`src/rtl/decode_queue_if.sv`:
```
// Fetch/execute handshake bundle for decode_queue: the fetch side, the execute side
// (the head entry plus its decoded control bundle), flush and occupancy.
interface decode_queue_if #(
    parameter int DEPTH   = 4,
    parameter int INSTR_W = 32,
    parameter int PC_W    = 32
);
    localparam int CW = $clog2(DEPTH) + 1;

    logic               flush;
    logic               in_valid;
    logic               in_ready;
    logic [INSTR_W-1:0] in_instr;
    logic [PC_W-1:0]    in_pc;
    logic               out_valid;
    logic               out_ready;
    logic [INSTR_W-1:0] out_instr;
    logic [PC_W-1:0]    out_pc;
    logic [2:0]         result_src;
    logic               mem_write;
    logic               alu_src;
    logic [2:0]         imm_src;
    logic               reg_write;
    logic               branch;
    logic               jump;
    logic [2:0]         alu_ctl;
    logic [4:0]         fpu_ctl;
    logic               is_fpu;
    logic               is_jalr;
    logic               is_load;
    logic               is_in;
    logic               is_out;
    logic               illegal;
    logic [CW-1:0]      count;

    modport master (
        output flush, in_valid, in_instr, in_pc, out_ready,
        input  in_ready, out_valid, out_instr, out_pc, result_src, mem_write, alu_src,
               imm_src, reg_write, branch, jump, alu_ctl, fpu_ctl, is_fpu, is_jalr,
               is_load, is_in, is_out, illegal, count
    );

    modport slave (
        input  flush, in_valid, in_instr, in_pc, out_ready,
        output in_ready, out_valid, out_instr, out_pc, result_src, mem_write, alu_src,
               imm_src, reg_write, branch, jump, alu_ctl, fpu_ctl, is_fpu, is_jalr,
               is_load, is_in, is_out, illegal, count
    );
endinterface

```
`src/rtl/decode_queue.sv`:
```
// Decode stage: decodes at enqueue and buffers control bundles in a DEPTH-entry FIFO.
// The head is presented to execute; every output reads 0 while the queue is empty.
module decode_queue #(
    parameter int DEPTH   = 4,
    parameter int INSTR_W = 32,
    parameter int PC_W    = 32,
    parameter int OP_LSB  = 0,
    parameter int F3_LSB  = 4
) (
    input logic          clk,
    input logic          rstn,
    decode_queue_if.slave q
);
    localparam int PW = $clog2(DEPTH);
    localparam int CW = PW + 1;

    localparam logic [3:0] OP_LW = 4'h0, OP_I = 4'h1, OP_JALR = 4'h2, OP_LUI = 4'h3,
                           OP_AUIPC = 4'h4, OP_S = 4'h5, OP_R = 4'h6, OP_BI = 4'h7,
                           OP_B = 4'h8, OP_JAL = 4'h9, OP_IN = 4'hA, OP_OUT = 4'hB,
                           OP_RF = 4'hC, OP_C = 4'hD, OP_BF = 4'hE, OP_ILL = 4'hF;

    typedef struct packed {
        logic [INSTR_W-1:0] instr;
        logic [PC_W-1:0]    pc;
        logic [2:0]         result_src;
        logic               mem_write;
        logic               alu_src;
        logic [2:0]         imm_src;
        logic               reg_write;
        logic               branch;
        logic               jump;
        logic [2:0]         alu_ctl;
        logic [4:0]         fpu_ctl;
        logic               is_fpu;
        logic               is_jalr;
        logic               is_load;
        logic               is_in;
        logic               is_out;
        logic               illegal;
    } entry_t;

    logic [3:0]    op;
    logic [2:0]    f3;
    entry_t        dec;
    entry_t        head;
    entry_t        mem [DEPTH];
    logic [PW-1:0] wr_ptr, rd_ptr;
    logic [CW-1:0] count;
    logic          push, pop;

    assign op = q.in_instr[OP_LSB+3:OP_LSB];
    assign f3 = q.in_instr[F3_LSB+2:F3_LSB];

    always_comb begin
        dec            = '0;
        dec.instr      = q.in_instr;
        dec.pc         = q.in_pc;
        dec.alu_ctl    = f3;
        dec.imm_src    = 3'b111;
        dec.illegal    = (op == OP_ILL);
        dec.is_fpu     = (op[3:2] == 2'b11) && !dec.illegal;
        dec.fpu_ctl    = dec.is_fpu ? {op[1:0], f3} : 5'b11111;
        case (op)
            OP_LW:    begin dec.result_src = 3'b001; dec.alu_src = 1'b1; dec.imm_src = 3'b000;
                            dec.reg_write = 1'b1; dec.is_load = 1'b1; end
            OP_I:     begin dec.alu_src = 1'b1; dec.imm_src = 3'b000; dec.reg_write = 1'b1; end
            OP_JALR:  begin dec.result_src = 3'b010; dec.alu_src = 1'b1; dec.imm_src = 3'b000;
                            dec.reg_write = 1'b1; dec.jump = 1'b1; dec.is_jalr = 1'b1; end
            OP_LUI:   begin dec.result_src = 3'b011; dec.imm_src = 3'b001; dec.reg_write = 1'b1; end
            OP_AUIPC: begin dec.result_src = 3'b100; dec.imm_src = 3'b001; dec.reg_write = 1'b1; end
            OP_S:     begin dec.mem_write = 1'b1; dec.alu_src = 1'b1; dec.imm_src = 3'b010; end
            OP_R:     dec.reg_write = 1'b1;
            OP_BI:    begin dec.alu_src = 1'b1; dec.imm_src = 3'b011; dec.branch = 1'b1; end
            OP_B:     begin dec.imm_src = 3'b010; dec.branch = 1'b1; end
            OP_JAL:   begin dec.result_src = 3'b010; dec.imm_src = 3'b100; dec.reg_write = 1'b1;
                            dec.jump = 1'b1; end
            OP_IN:    begin dec.result_src = 3'b001; dec.reg_write = 1'b1; dec.is_in = 1'b1; end
            OP_OUT:   dec.is_out = 1'b1;
            OP_RF:    dec.reg_write = 1'b1;
            OP_C:     dec.reg_write = 1'b1;
            OP_BF:    begin dec.imm_src = 3'b010; dec.branch = 1'b1; end
            default:  dec.result_src = 3'b111;
        endcase
    end

    assign q.in_ready  = rstn && (count < CW'(DEPTH));
    assign q.out_valid = rstn && (count != '0);
    assign q.count     = count;
    // A push in a flush cycle is dropped, so it must not touch the storage either.
    assign push = q.in_valid && q.in_ready && !q.flush;
    assign pop  = q.out_valid && q.out_ready;

    // Storage needs no reset: the head is gated to 0 whenever the queue is empty.
    always_ff @(posedge clk) begin
        if (push) mem[wr_ptr] <= dec;
    end

    always_ff @(posedge clk) begin
        if (!rstn || q.flush) begin
            wr_ptr <= '0;
            rd_ptr <= '0;
            count  <= '0;
        end else begin
            if (push) wr_ptr <= wr_ptr + 1'b1;
            if (pop)  rd_ptr <= rd_ptr + 1'b1;
            count <= count + CW'(push) - CW'(pop);
        end
    end

    assign head = q.out_valid ? mem[rd_ptr] : '0;

    assign q.out_instr  = head.instr;
    assign q.out_pc     = head.pc;
    assign q.result_src = head.result_src;
    assign q.mem_write  = head.mem_write;
    assign q.alu_src    = head.alu_src;
    assign q.imm_src    = head.imm_src;
    assign q.reg_write  = head.reg_write;
    assign q.branch     = head.branch;
    assign q.jump       = head.jump;
    assign q.alu_ctl    = head.alu_ctl;
    assign q.fpu_ctl    = head.fpu_ctl;
    assign q.is_fpu     = head.is_fpu;
    assign q.is_jalr    = head.is_jalr;
    assign q.is_load    = head.is_load;
    assign q.is_in      = head.is_in;
    assign q.is_out     = head.is_out;
    assign q.illegal    = head.illegal;
endmodule

```
`src/flat_wrapper.sv`:
```
// flat-port wrapper written by rule: the top's interface ports become plain ports
module decode_queue_flat 
#(
    parameter int DEPTH   = 4,
    parameter int INSTR_W = 32,
    parameter int PC_W    = 32,
    parameter int OP_LSB  = 0,
    parameter int F3_LSB  = 4
)
  (clk, rstn, q_flush, q_in_valid, q_in_instr, q_in_pc, q_out_ready, q_in_ready, q_out_valid, q_out_instr, q_out_pc, q_result_src, q_mem_write, q_alu_src, q_imm_src, q_reg_write, q_branch, q_jump, q_alu_ctl, q_fpu_ctl, q_is_fpu, q_is_jalr, q_is_load, q_is_in, q_is_out, q_illegal, q_count);
  decode_queue_if #(.DEPTH(DEPTH), .INSTR_W(INSTR_W), .PC_W(PC_W)) q_i ();
  input logic clk;
  input logic rstn;
  input wire logic [$bits(q_i.flush)-1:0] q_flush;
  input wire logic [$bits(q_i.in_valid)-1:0] q_in_valid;
  input wire logic [$bits(q_i.in_instr)-1:0] q_in_instr;
  input wire logic [$bits(q_i.in_pc)-1:0] q_in_pc;
  input wire logic [$bits(q_i.out_ready)-1:0] q_out_ready;
  output wire logic [$bits(q_i.in_ready)-1:0] q_in_ready;
  output wire logic [$bits(q_i.out_valid)-1:0] q_out_valid;
  output wire logic [$bits(q_i.out_instr)-1:0] q_out_instr;
  output wire logic [$bits(q_i.out_pc)-1:0] q_out_pc;
  output wire logic [$bits(q_i.result_src)-1:0] q_result_src;
  output wire logic [$bits(q_i.mem_write)-1:0] q_mem_write;
  output wire logic [$bits(q_i.alu_src)-1:0] q_alu_src;
  output wire logic [$bits(q_i.imm_src)-1:0] q_imm_src;
  output wire logic [$bits(q_i.reg_write)-1:0] q_reg_write;
  output wire logic [$bits(q_i.branch)-1:0] q_branch;
  output wire logic [$bits(q_i.jump)-1:0] q_jump;
  output wire logic [$bits(q_i.alu_ctl)-1:0] q_alu_ctl;
  output wire logic [$bits(q_i.fpu_ctl)-1:0] q_fpu_ctl;
  output wire logic [$bits(q_i.is_fpu)-1:0] q_is_fpu;
  output wire logic [$bits(q_i.is_jalr)-1:0] q_is_jalr;
  output wire logic [$bits(q_i.is_load)-1:0] q_is_load;
  output wire logic [$bits(q_i.is_in)-1:0] q_is_in;
  output wire logic [$bits(q_i.is_out)-1:0] q_is_out;
  output wire logic [$bits(q_i.illegal)-1:0] q_illegal;
  output wire logic [$bits(q_i.count)-1:0] q_count;
  assign q_i.flush = q_flush;
  assign q_i.in_valid = q_in_valid;
  assign q_i.in_instr = q_in_instr;
  assign q_i.in_pc = q_in_pc;
  assign q_i.out_ready = q_out_ready;
  assign q_in_ready = q_i.in_ready;
  assign q_out_valid = q_i.out_valid;
  assign q_out_instr = q_i.out_instr;
  assign q_out_pc = q_i.out_pc;
  assign q_result_src = q_i.result_src;
  assign q_mem_write = q_i.mem_write;
  assign q_alu_src = q_i.alu_src;
  assign q_imm_src = q_i.imm_src;
  assign q_reg_write = q_i.reg_write;
  assign q_branch = q_i.branch;
  assign q_jump = q_i.jump;
  assign q_alu_ctl = q_i.alu_ctl;
  assign q_fpu_ctl = q_i.fpu_ctl;
  assign q_is_fpu = q_i.is_fpu;
  assign q_is_jalr = q_i.is_jalr;
  assign q_is_load = q_i.is_load;
  assign q_is_in = q_i.is_in;
  assign q_is_out = q_i.is_out;
  assign q_illegal = q_i.illegal;
  assign q_count = q_i.count;
  decode_queue #(.DEPTH(DEPTH), .INSTR_W(INSTR_W), .PC_W(PC_W), .OP_LSB(OP_LSB), .F3_LSB(F3_LSB)) u_core (.clk(clk), .rstn(rstn), .q(q_i));
endmodule
```
`config.mk`:
```
export PLATFORM = sky130hd
export DESIGN_NAME = decode_queue_flat
export DESIGN_NICKNAME = d
export VERILOG_FILES = /design/src/rtl/decode_queue_if.sv /design/src/rtl/decode_queue.sv /design/src/flat_wrapper.sv
export SDC_FILE = /design/constraint.sdc
export NUM_CORES = 1
export LEC_CHECK = 0
export ABC_AREA = 1
export CAP_MARGIN = 40
export CORE_ASPECT_RATIO = 1.75
export CORE_MARGIN = 2
export CORE_UTILIZATION = 50
export DETAILED_ROUTE_END_ITERATION = 10
export GPL_TIMING_DRIVEN = 0
export HOLD_SLACK_MARGIN = 0.08
export PLACE_DENSITY = 0.75
export SKIP_CTS_REPAIR_TIMING = 1
export SLEW_MARGIN = 10
export SYNTH_ARGS = -nofsm -noshare
export SYNTH_HDL_FRONTEND = slang
export SYNTH_SLANG_ARGS = --single-unit
```
`constraint.sdc`:
```
create_clock -name clk -period 4.8 [get_ports clk]
set_input_delay 0.48 -clock clk [delete_from_list [all_inputs] [get_ports clk]]
set_output_delay 0.48 -clock clk [all_outputs]
set_load 0.01 [all_outputs]
```
==> results.md <==
- Net Sw Power: 1.20 mW
- DP Worst Slack: between 1 and 1.5 ns
- Syn Area/Cell: between 10 and 15 um2
- Slew margin rel.: 44.6%
- Post-synth top area cell: edfxtp_1
- Arrival @ worst endpoint: 3.07 ns
- Synth area leaders: edfxtp_1 (74%), nor2_1 (10%), o21ai_0 (5.1%), a21oi_1 (3.2%), o21ai_1 (1.3%)
- Die X: 131 um
- Global Route Usage Sum: 22.7%
- Vias: 9439
- Routed Antenna Nets: 0
- Vias in the first global route: about 9.4k
- CP max stage delay: approximately 0.52 ns
- # DRC: 0
- HP Class: reg -> reg
- Pwr/cell area: roughly 340 nW/um2
- Clk pwr share: 38.1%
- Cell area after synthesis: 14000 um2
- Total CTS buffers: 29
- CP endpoint kind: output port
- Synth async-reset ratio: 0%
- Number of clock sinks: around 350
- Area grow syn2layout: 23.8%
- Top cells by count, synth: nor2_1 (377), edfxtp_1 (344), o21ai_0 (142)
- Critical setup path kind: reg -> out
- GR Overflow Total: 0
- Die H: 226 um
- Core Region: ~28000 um2
- Via density per instance: 5.39
- First-pass GRT wire length: ~50000 um
- Area occupied by multi-input gates: 3060 um2
- Max cap viols: 0
- H-tree lvl count: 1
- Share of post-route cells with drive strength above 1: 7.25%
- Top delay family on crit path: buffers and inverters
- Worst-Margin Slew: 0.828 ns
- Yosys cell types: 22
- FF+latch count, synth: 353
- Total Power: 5.94 mW
- # fillers: 2163
- WL per Instance: 19.1 um
- Peak supply drop: 0.000277 V
- Top FF cell, synth: edfxtp_1
- Crit path from: u_core.q.count[1]
- Final setup viols: 0
- Fin Clk Skew: 0.0105 ns
- FF+latch area: around 11000 um2
- Sequential-to-total area share from yosys stat: 74.8%
- Fmax: 282 MHz
- Period utilization: 74.0%
- Internal: 4.74 mW
- Root buf cell: clkbuf_16
- P_leak: 5.95 nW
- Gate power share: 4.2%
- Fin nets: between 1k and 1.5k
- Max Root-Sink Buffers: 3
- Syn_nets: roughly 1.2k
- Clock transition at the registers of the reported paths: roughly 0.06 ns
- Number of diodes: 0
- Switching Share: between 20% and 30%
- Num rows: between 80 and 90
- Slowest-stage cell, CP: clkdlybuf4s50_1
- WHS: about 0.53 ns
- Pre-Repair DR Iteration Count: 5
- Cell Chain, Critical Path: nor2_1, nand2_1, nand2_1, buf_2, buf_2, a21oi_1, buf_4, clkdlybuf4s50_1
- Worst path required time: between 4 and 5 ns
- Unrepaired setup endpoints after global routing: false
- Clock tree from TritonCTS: done
- 1st-iter DRT viols: 900
- Critical path startpoint category: flop
- Syn Inst Count: about 1.1k
- I/O pin cnt: 163
- Die area: slightly below 30000 um2
- Area share of the largest cell type after synthesis: 73.5%
- GP Congestion: between 0.7 and 0.8
- Post-synth EDFFs: approximately 340
- Hold Path Origin: u_core.rd_ptr[1]
- I/O Buffers: around 160
- Final hold vios: 0
- Outcome: complete, no violations
- Initial antenna violation count: 0
- Most common cell in the synthesized netlist: nor2_1
- Clk_lat worst skew: ~0.57 ns
- YS warnings: 0
- CP max FO: 10
- DPL Wire Length: 22700 um
- Final min period: 3.55 ns
- Buf/Inv on CP: 4
- Final WS setup: 1.25 ns
- Worst R2R Start: u_core.q.count[2]
- Starting Density: 50.6%
- Max-slew violations: 0
- Routed WL: around 33000 um
- Sequential Power Share: ~58%
- Largest net degree at the start of global routing: 27
==> placed cells by master (no fill, tap or decap), drive strengths merged <==
cell type,synthesis,routed
a211oi,1,1
a21oi,89,89
buf,43,57
bufinv,0,2
clkbuf,25,60
clkdlybuf4s50,0,162
clkinv,0,14
clkinvlp,0,2
dfxtp,9,9
edfxtp,344,344
fa,1,1
ha,6,6
inv,34,35
nand2,34,34
nand3,3,3
nand3b,1,1
nand4,1,1
nor2,377,377
o21ai,179,179
o22ai,1,1
xnor2,1,1
==> per-layer routing <==
metal	vias up	global-route usage [%]	part of all wire, %
li1	4434	-	-
met1	4628	26.0	36
met2	319	43.1	56
met3	58	2.20	5.4
met4	0	8.03	2.9
met5	-	0	0
==> power by group through the flow <==
stage / Combinational, mW / Sequential (mW) / Clock [mW]
2_1_floorplan: 0.0900 / 3.50 / 0
3_3_place_gp: 0.229 / 3.50 / 0
3_5_place_dp: 0.248 / 3.49 / 0
4_1_cts: 0.249 / 3.43 / 2.29
5_1_grt: 0.269 / 3.43 / 2.40
6_report: 0.249 / 3.43 / 2.26
==> worst min-delay path, cell delays in order (launching register included) <==
cell and delay [ns]:
dfxtp_1 0.33, nand2_1 0.07, a21oi_1 0.08
==> kinds of logic (layout without fill, tap and decap cells) <==
kind of cell,count (synthesis),after routing,share of synthesized area (%)
simple gates,416,416,11.2
flops,353,353,74.8
compound gates,270,270,9.65
buf+inv,102,332,3.60
fa+ha+maj,7,7,0.677
xor+xnor,1,1,0.0624
==> state kept, by name, summed over array words and instances (netlist names), named ones only <==
| signal | cells |
|---|---|
| u_core.wr_ptr | 2 |
| u_core.mem | 344 |
| u_core.q.count | 3 |
| u_core.rd_ptr | 2 |
==> worst paths after layout <==
| path | end | slack (ns) | cells past startpoint |
|---|---|---|---|
| worst max-delay path | q_out_instr[5] | 1.25 | 8 |
| worst min-delay path | u_core.rd_ptr[1] | 0.53 | 2 |
| worst max register to register | u_core.mem[1][52] | 2.46 | 7 |
| worst min register to register | u_core.rd_ptr[1] | 0.53 | 2 |
==> layout make-up <==
type,instances,share of cell area [%]
Clock inverter,19,0.863
Timing Repair Buffer,176,11.2
Buffer,68,2.17
Tap cell,373,2.68
Multi-Input combinational cell,694,17.6
Sequential cell,353,60.4
Clock buffer,35,4.30
Inverter,34,0.734
==> stage by stage <==
step                      cell area [um2]  utilization, %  std cells  TNS (ns)
after detailed placement            16500            59.4       1698         0
after floorplan                     14000               -       1149   -101.22
after global routing                17400            62.6       1752         0
final                               17400            62.6       1752         0
after CTS                           17400            62.6       1752         0
after global placement              16100            58.1       1684  -1254.36
Note: power is estimated with default switching activity, not from simulation.
